<file path="config.mk">
export PLATFORM = sky130hd
export DESIGN_NAME = seq_alu
export DESIGN_NICKNAME = d
export VERILOG_FILES = /design/src/rtl/seq_alu.sv
export SDC_FILE = /design/constraint.sdc
export NUM_CORES = 2
export LEC_CHECK = 0
export CAP_MARGIN = 20
export CORE_MARGIN = 2
export CORE_UTILIZATION = 57
export DETAILED_ROUTE_END_ITERATION = 7
export PLACE_DENSITY = 0.87
export SLEW_MARGIN = 20
export SYNTH_ARGS = -nofsm -noshare
export SYNTH_HDL_FRONTEND = slang
export SYNTH_SLANG_ARGS = --single-unit
</file>
<file path="constraint.sdc">
create_clock -name clock -period 6 [get_ports clock]
set_clock_uncertainty 0.2 [all_clocks]
set_input_delay 0.6 -clock clock [delete_from_list [all_inputs] [get_ports clock]]
set_output_delay 0.6 -clock clock [all_outputs]
set_load 0.005 [all_outputs]
</file>
<file path="src/rtl/seq_alu.sv">
// Multi-cycle ALU: single-cycle logic/arith/shift ops plus iterative signed
// shift-add MUL and restoring DIV behind a start/busy/done handshake.
module seq_alu #(
    parameter int WIDTH = 32,
    parameter int SHW   = $clog2(WIDTH)
) (
    input  logic               clock,
    input  logic               clear,
    input  logic               start,
    input  logic [4:0]         opcode,
    input  logic [WIDTH-1:0]   a,
    input  logic [WIDTH-1:0]   b,
    output logic [2*WIDTH-1:0] result,
    output logic               busy,
    output logic               done,
    output logic               div_zero
);

    localparam int CW = $clog2(WIDTH);

    localparam logic [4:0] OP_ADD  = 5'b00000;
    localparam logic [4:0] OP_SUB  = 5'b00001;
    localparam logic [4:0] OP_MUL  = 5'b00010;
    localparam logic [4:0] OP_DIV  = 5'b00011;
    localparam logic [4:0] OP_SHR  = 5'b00100;
    localparam logic [4:0] OP_SHRA = 5'b00101;
    localparam logic [4:0] OP_SHL  = 5'b00110;
    localparam logic [4:0] OP_ROR  = 5'b00111;
    localparam logic [4:0] OP_ROL  = 5'b01000;
    localparam logic [4:0] OP_AND  = 5'b01010;
    localparam logic [4:0] OP_OR   = 5'b01011;
    localparam logic [4:0] OP_NEG  = 5'b01100;
    localparam logic [4:0] OP_NOT  = 5'b01101;

    typedef enum logic [2:0] {
        S_IDLE,
        S_FAST,
        S_ITER,
        S_FIX,
        S_DONE
    } state_t;

    state_t               state_q, state_d;
    logic [CW-1:0]        cnt_q, cnt_d;
    logic [4:0]           op_q, op_d;
    logic [WIDTH-1:0]     a_q, a_d;
    logic [WIDTH-1:0]     b_q, b_d;
    logic [2*WIDTH-1:0]   acc_q, acc_d;
    logic [2*WIDTH-1:0]   mcand_q, mcand_d;
    logic [WIDTH-1:0]     mplier_q, mplier_d;
    logic [WIDTH-1:0]     rem_q, rem_d;
    logic                 neg_q, neg_d;
    logic                 neg_rem_q, neg_rem_d;
    logic [2*WIDTH-1:0]   result_q, result_d;
    logic                 busy_q, busy_d;
    logic                 done_q, done_d;
    logic                 dz_q, dz_d;

    logic [WIDTH-1:0]     a_mag, b_mag;
    logic [SHW-1:0]       amt;
    logic [WIDTH-1:0]     fast_val;
    logic [WIDTH:0]       div_shift, div_diff;
    logic [2*WIDTH-1:0]   prod_fix;
    logic [WIDTH-1:0]     quot_fix, rem_fix;

    assign a_mag = a[WIDTH-1] ? -a : a;
    assign b_mag = b[WIDTH-1] ? -b : b;
    assign amt   = b_q[SHW-1:0];

    // Remainder stays below the divisor, so a negative trial difference means "restore".
    assign div_shift = {rem_q, mplier_q[WIDTH-1]};
    assign div_diff  = div_shift - {1'b0, mcand_q[WIDTH-1:0]};

    assign prod_fix = neg_q     ? -acc_q    : acc_q;
    assign quot_fix = neg_q     ? -mplier_q : mplier_q;
    assign rem_fix  = neg_rem_q ? -rem_q    : rem_q;

    always_comb begin
        fast_val = '0;
        case (op_q)
            OP_ADD:  fast_val = a_q + b_q;
            OP_SUB:  fast_val = a_q - b_q;
            OP_SHR:  fast_val = a_q >> amt;
            OP_SHRA: fast_val = $signed(a_q) >>> amt;
            OP_SHL:  fast_val = a_q << amt;
            OP_ROR:  fast_val = (a_q >> amt) | (a_q << (WIDTH - int'(amt)));
            OP_ROL:  fast_val = (a_q << amt) | (a_q >> (WIDTH - int'(amt)));
            OP_AND:  fast_val = a_q & b_q;
            OP_OR:   fast_val = a_q | b_q;
            OP_NEG:  fast_val = -a_q;
            OP_NOT:  fast_val = ~a_q;
            default: fast_val = '0;
        endcase
    end

    always_comb begin
        state_d   = state_q;
        cnt_d     = cnt_q;
        op_d      = op_q;
        a_d       = a_q;
        b_d       = b_q;
        acc_d     = acc_q;
        mcand_d   = mcand_q;
        mplier_d  = mplier_q;
        rem_d     = rem_q;
        neg_d     = neg_q;
        neg_rem_d = neg_rem_q;
        result_d  = result_q;
        busy_d    = busy_q;
        done_d    = 1'b0;
        dz_d      = dz_q;
        case (state_q)
            // DONE accepts like IDLE so a start held with done chains without a gap.
            S_IDLE, S_DONE: begin
                state_d = S_IDLE;
                busy_d  = 1'b0;
                if (start) begin
                    op_d      = opcode;
                    a_d       = a;
                    b_d       = b;
                    busy_d    = 1'b1;
                    neg_d     = a[WIDTH-1] ^ b[WIDTH-1];
                    neg_rem_d = a[WIDTH-1];
                    if (opcode == OP_MUL || opcode == OP_DIV) begin
                        state_d = S_ITER;
                        cnt_d   = CW'(WIDTH - 1);
                        acc_d   = '0;
                        rem_d   = '0;
                        if (opcode == OP_MUL) begin
                            mcand_d  = {{WIDTH{1'b0}}, a_mag};
                            mplier_d = b_mag;
                        end else begin
                            mcand_d  = {{WIDTH{1'b0}}, b_mag};
                            mplier_d = a_mag;
                        end
                    end else begin
                        state_d = S_FAST;
                    end
                end
            end
            S_FAST: begin
                result_d = {{WIDTH{1'b0}}, fast_val};
                dz_d     = 1'b0;
                done_d   = 1'b1;
                busy_d   = 1'b0;
                state_d  = S_DONE;
            end
            S_ITER: begin
                if (op_q == OP_MUL) begin
                    if (mplier_q[0]) begin
                        acc_d = acc_q + mcand_q;
                    end
                    mcand_d  = mcand_q << 1;
                    mplier_d = mplier_q >> 1;
                end else begin
                    if (!div_diff[WIDTH]) begin
                        rem_d    = div_diff[WIDTH-1:0];
                        mplier_d = {mplier_q[WIDTH-2:0], 1'b1};
                    end else begin
                        rem_d    = div_shift[WIDTH-1:0];
                        mplier_d = {mplier_q[WIDTH-2:0], 1'b0};
                    end
                end
                if (cnt_q == '0) begin
                    state_d = S_FIX;
                end else begin
                    cnt_d = cnt_q - 1'b1;
                end
            end
            S_FIX: begin
                dz_d = 1'b0;
                if (op_q == OP_MUL) begin
                    result_d = prod_fix;
                end else if (b_q == '0) begin
                    result_d = {a_q, {WIDTH{1'b1}}};
                    dz_d     = 1'b1;
                end else begin
                    result_d = {rem_fix, quot_fix};
                end
                done_d  = 1'b1;
                busy_d  = 1'b0;
                state_d = S_DONE;
            end
            default: state_d = S_IDLE;
        endcase
    end

    always_ff @(posedge clock) begin
        if (clear) begin
            state_q   <= S_IDLE;
            cnt_q     <= '0;
            op_q      <= '0;
            a_q       <= '0;
            b_q       <= '0;
            acc_q     <= '0;
            mcand_q   <= '0;
            mplier_q  <= '0;
            rem_q     <= '0;
            neg_q     <= 1'b0;
            neg_rem_q <= 1'b0;
            result_q  <= '0;
            busy_q    <= 1'b0;
            done_q    <= 1'b0;
            dz_q      <= 1'b0;
        end else begin
            state_q   <= state_d;
            cnt_q     <= cnt_d;
            op_q      <= op_d;
            a_q       <= a_d;
            b_q       <= b_d;
            acc_q     <= acc_d;
            mcand_q   <= mcand_d;
            mplier_q  <= mplier_d;
            rem_q     <= rem_d;
            neg_q     <= neg_d;
            neg_rem_q <= neg_rem_d;
            result_q  <= result_d;
            busy_q    <= busy_d;
            done_q    <= done_d;
            dz_q      <= dz_d;
        end
    end

    assign result   = result_q;
    assign busy     = busy_q;
    assign done     = done_q;
    assign div_zero = dz_q;

endmodule
</file>
Word-level counts from Yosys, hierarchy flattened --
Cells that the tools add are included.
Cells by class: $add $sub $neg 12, equal/unequal tests 24, shift operators 5, muxes and demuxes 44, bitwise logic cells 6, reduce and logical (&&, ||, !) cells 16
Operators with widths (count):
- $mux 64 | 10
- $mux 32 | 13
- $pmux 64 s2 | 3
- $pmux 32 s11 | 1
- $neg 32->32 | 5
- $pmux 32 s2 | 2
- $or 32x32->32 | 3
- $add 64x64->64 | 1
- $neg 64->64 | 1
- $sub 33x32->33 | 1
- $add 32x32->32 | 1
- $and 32x32->32 | 1
- $logic_not 32->1 | 1
- $not 32->32 | 1
- $shl 32x32->32 | 1
- $shl 32x5->32 | 1
- $shr 32x32->32 | 1
- $shr 32x5->32 | 1
- $sshr 32x5->32 | 1
- $sub 32x32->32 | 1
- $eq 5x4->1 const B | 5
- $eq 5x3->1 const B | 4
- $eq 5x2->1 const B | 3
- $mux 5 | 3
- other kinds (23) | 42
Word-level totals: flip-flop bits (word level) 338, input port bits 72, output and inout port bits 67, logic and storage cells 122

Depth between registers and ports, before layout --
depth after elaboration 6, gate-level depth with buffers 25

Worst setup path before layout --
Ideal clock, no wire load.
path kind reg2reg, start register b_q[0], end register result_q[29] (netlist: result[29]), library setup time 0.091 ns, arrival time 5.438 ns, required time 5.709 ns, slack 0.271 ns, cell stages (with the launch flop) 26, buffers on the path 6, period minus slack after synthesis 5.729 ns, path through dfxtp_1 buf_2 buf_2 inv_1 buf_1 clkbuf_1 ha_1 clkbuf_1 or4b_2 nor2b_1 nand2_1 nor3_2 nor2_1 xnor2_1 ha_1 clkbuf_1 a21o_1 o21bai_1 a21o_1 a21o_1 a21oi_1 nor2b_1 a211oi_1 xnor2_1 a31oi_1 a311oi_1
Between the ends: longest elaborated chain between the ends 5, elaborated cells on any way between the ends 15, those cells by class add/sub (3); shift (5); mux (4); bitwise (2); reduce/logical (1)
Ends and longest elaborated chain:
- from (decl) | line 47 | logic [WIDTH-1:0] b_q, b_d;
- from (signal assigned) | line 194 | b_q <= '0;
- from (signal assigned) | line 210 | b_q <= b_d;
- $sub 6x5->7 | line 86, 87
- $shr 32x32->32 / $shl 32x32->32 (equally long branches) | line 87, 86
- $or 32x32->32 (on tied branches) | line 87, 86
- $pmux 32 s11 | line 80 | case (op_q)
- $pmux 64 s2 * | line 112 | case (state_q)
- to (signal assigned) | line 217 | result_q <= result_d;
- to (decl) | line 54 | logic [2*WIDTH-1:0] result_q, result_d;
Every way passes the cells marked *; elsewhere a longest branch is shown, timed or not. A chain may end at the register's enable or synchronous reset.

Worst setup path after layout --
start register b_q[1], end register result_q[31] (netlist: result[31])
The elaborated chain is that of the path after synthesis.

==> results.cfg <==
[power]
comb_power_share_pct = 37.6
pwr-share-clk_pct = 32.0
max-vdd-ir-drop_mv = 0.2277
p_int_w = 0.004796
switching_share_pct = 40.29
seq_power_share_pct = 30.3
leakagePower_nw = 14.53
power.switching_w = 0.003236
powerDensity_nw_per_um2 = 207.5

[route]
vias_per_cell = 7.467
drc = 1
ant_nets = 0
wl_per_cell_um = 31.49
route.vias.total = 41779
drtIter0Drc = 6589
routed_wl_um = 176200
dr.pass1.iters = 8

[place]
portBuffers = 138
dpl.hpwl_um = 129700
globalplace.congestion = 1.150
dp_cells = 5521
post-place-ws_ns = 1.027

[global_routing]
grt_pass1_vias = 38057
grt_pass1_wl_um = 253900
grtUsageTotal_pct = 53.58
grt_overflow = 0
grt_max_degree = 125
antenna_found_initial = 11

[layout]
synthToLayoutAreaGrowth_pct = 10.20
drive_gt1_share_pct = 9.291
nets = 4995
instances_no_fill = 5595

[floorplan]
die_h_um = 252.2
start_util_pct = 57.97
io_pins = 139
dieArea_um2 = 63610
coreArea_um2 = 60580
rows = 90
fp.dieW_um = 252.2

[status]
violations = DRC
status = finished with violations

[sta]
setup_viol = 0
slew_violations = 0
relSlewSlack_pct = 8.623
timing.fmax_mhz = 199.1
hold_viol = 0
fin_setup_tns_ns = 0
period_needed_ns = 5.024
fin_crit_sh_pct = 83.73
rsz0062_at_grt = no
setup_ws_ns = 0.9761
tightest_slew_ns = 1.371

[synthesis]
netlist_area_um2 = 35120
syn_nets = 5074
synth_area_leaders = dfxtp_1 19%, nand2_1 6.8%, a21oi_1 6.8%, mux4_2 5.6%, ha_1 4.9%
ys_async_sr_fraction_pct = 0
synth.yosys.warnings = 0
synth.avg_cell_area_um2 = 7.224
ys.flop_type = dfxtp_1
syn_inst = 4861
synth.most_common_cell = nand2_1
synth_edf_count = 0
yosys_register_bits = 337
synth.distinct_cells = 90
synthTopCellsByCount = 640 x nand2_1, 475 x a21oi_1, 435 x nor2_1, 375 x clkbuf_1, 337 x dfxtp_1
synth.top_cell.area_share_pct = 19.21
ys_seq_area_share_pct = 19.21
synth.largest_area_cell = dfxtp_1

[setup_path]
worstPathRequired_ns = 6.24
cp-end-kind = register
worstSetupPathType = register to register
cp_max_fo = 9
cp_data_arrival_time_ns = 5.26
critPathLaunchType = register

[min_path]
min_path_type = register to register

[clock_network]
cts_buffer_depth = 3
cts_tree = done
htreeDepth = 2
cts-hold-fix-buffers = 0
cts_root_buf = clkbuf_16
clk_latency_ns = 0.60
clk_pin_slew_ns = 0.07
cts_resized = 0
cts_buffers = 41
post_cts_buffers = 0
clock-sinks = 337

[job]
max_cap_viol_count = 0
[cell type report]
type	instances	area, um2
multi-input cells	3992	26520
clock buffers	61	1244
repair buffers	304	2671
flip-flops and latches	337	6763
diodes	2	5.005
clock inverters	11	116.4
inverters	106	397.9
well taps	782	978.4
fillers	5414	21880
[registers in the layout (all words and copies together), names as in the netlist]
| register | cells |
|---|---|
| state_q | 3 |
| op_q | 5 |
| rem_q | 32 |
| busy | 1 |
| mplier_q | 32 |
| neg_q | 1 |
| a_q | 32 |
| acc_q | 64 |
| cnt_q | 5 |
| mcand_q | 64 |
| b_q | 32 |
| div_zero | 1 |
| done | 1 |
| result | 64 |
[layer usage]
| metal | global-route usage, % | share of wire (%) | vias up |
|---|---|---|---|
| met2 | 75.28 | 39 | 3683 |
| li1 | - | - | 17812 |
| met3 | 22.20 | 16 | 967 |
| met4 | 37.90 | 9.2 | 16 |
| met5 | 1.544 | 0.15 | - |
| met1 | 65.76 | 35 | 19301 |
[per-stage QoR]
| step | utilization [%] | power, W | hold WS [ns] | instance area, um2 |
|---|---|---|---|---|
| after floorplan | - | 0.004213 | 0.2487 | 35120 |
| after global placement | 61.63 | 0.005284 | 0.2405 | 37340 |
| after detailed placement | 61.63 | 0.005278 | 0.2455 | 37340 |
| after CTS | 63.87 | 0.007803 | 0.2636 | 38700 |
| after global routing | 63.87 | 0.008170 | 0.2782 | 38690 |
| final | 63.88 | 0.008032 | 0.2618 | 38700 |
[cell families (layout without fill, tap and decap cells)]
kind of cell               count (synthesis)  count (layout)  share of synthesized area [%]
AOI/OAI and AO/OA                       1647            1647                          30.33
xor gates and xnor gates                 334             334                          8.330
adders and majority gates                142             142                          5.116
buffers and inverters                    532             482                          5.754
DFF                                      337             337                          19.21
muxes                                    245             245                          10.24
other                                      0               2                              0
and+or+nand+nor                         1624            1624                          21.02
[layout by cell type, fill, tap and decap left out, types with 41 or more instances in the layout]
cell               n
buf_4            162
ha_1             137
a31oi_1           43
o31ai_1           81
nand4_1           41
clkdlybuf4s50_1  135
xnor2_1          156
dfxtp_1          328
nand3_1          132
inv_1            102
o21ai_0          329
nor2_1           427
a21oi_1          474
nor3_1           105
a221oi_1          53
o211ai_1          62
a21o_1            73
mux4_2            88
mux2i_1          124
nand2_1          639
a211oi_1         175
xor2_1           173
clkbuf_16         43
a311oi_1          41
[power by group through the flow]
stage / clock network [W] / registers, W / logic (W)
6_report: 0.00257 / 0.00244 / 0.00302
5_1_grt: 0.00264 / 0.00243 / 0.00310
4_1_cts: 0.00256 / 0.00242 / 0.00283
3_5_place_dp: 0 / 0.00247 / 0.00281
3_3_place_gp: 0 / 0.00247 / 0.00282
2_1_floorplan: 0 / 0.00240 / 0.00182
[worst paths after layout]
| check | from | slack, ns | end | cells past startpoint |
|---|---|---|---|---|
| worst max-delay path | b_q[1]$_SDFFE_PP0P_ | 0.98 | result[31]$_SDFFE_PP0P_ | 19 |
| worst min-delay path | a_q[5]$_SDFFE_PP0P_ | 0.26 | a_q[5]$_SDFFE_PP0P_ | 2 |
| worst max register to register | b_q[1]$_SDFFE_PP0P_ | 0.98 | result[31]$_SDFFE_PP0P_ | 19 |
| worst min register to register | a_q[5]$_SDFFE_PP0P_ | 0.26 | a_q[5]$_SDFFE_PP0P_ | 2 |
[critical path, stage by stage (launching register included)]
cell       delay, ns
dfxtp_2         0.32
clkinv_1        0.04
buf_4           0.16
ha_2            0.19
or4b_2          0.65
nor2b_1         0.27
nand2_1         0.22
o21ai_0         0.27
xor2_1          0.19
ha_1            0.32
o21a_1          0.22
nor2_1          0.08
a31oi_1         0.06
o21bai_1        0.18
nand3b_1        0.21
o21ai_0         0.45
o21ai_0         0.20
xnor2_1         0.16
a2111oi_0       0.38
o21ai_0         0.12
(Power assumes the default switching activity.)
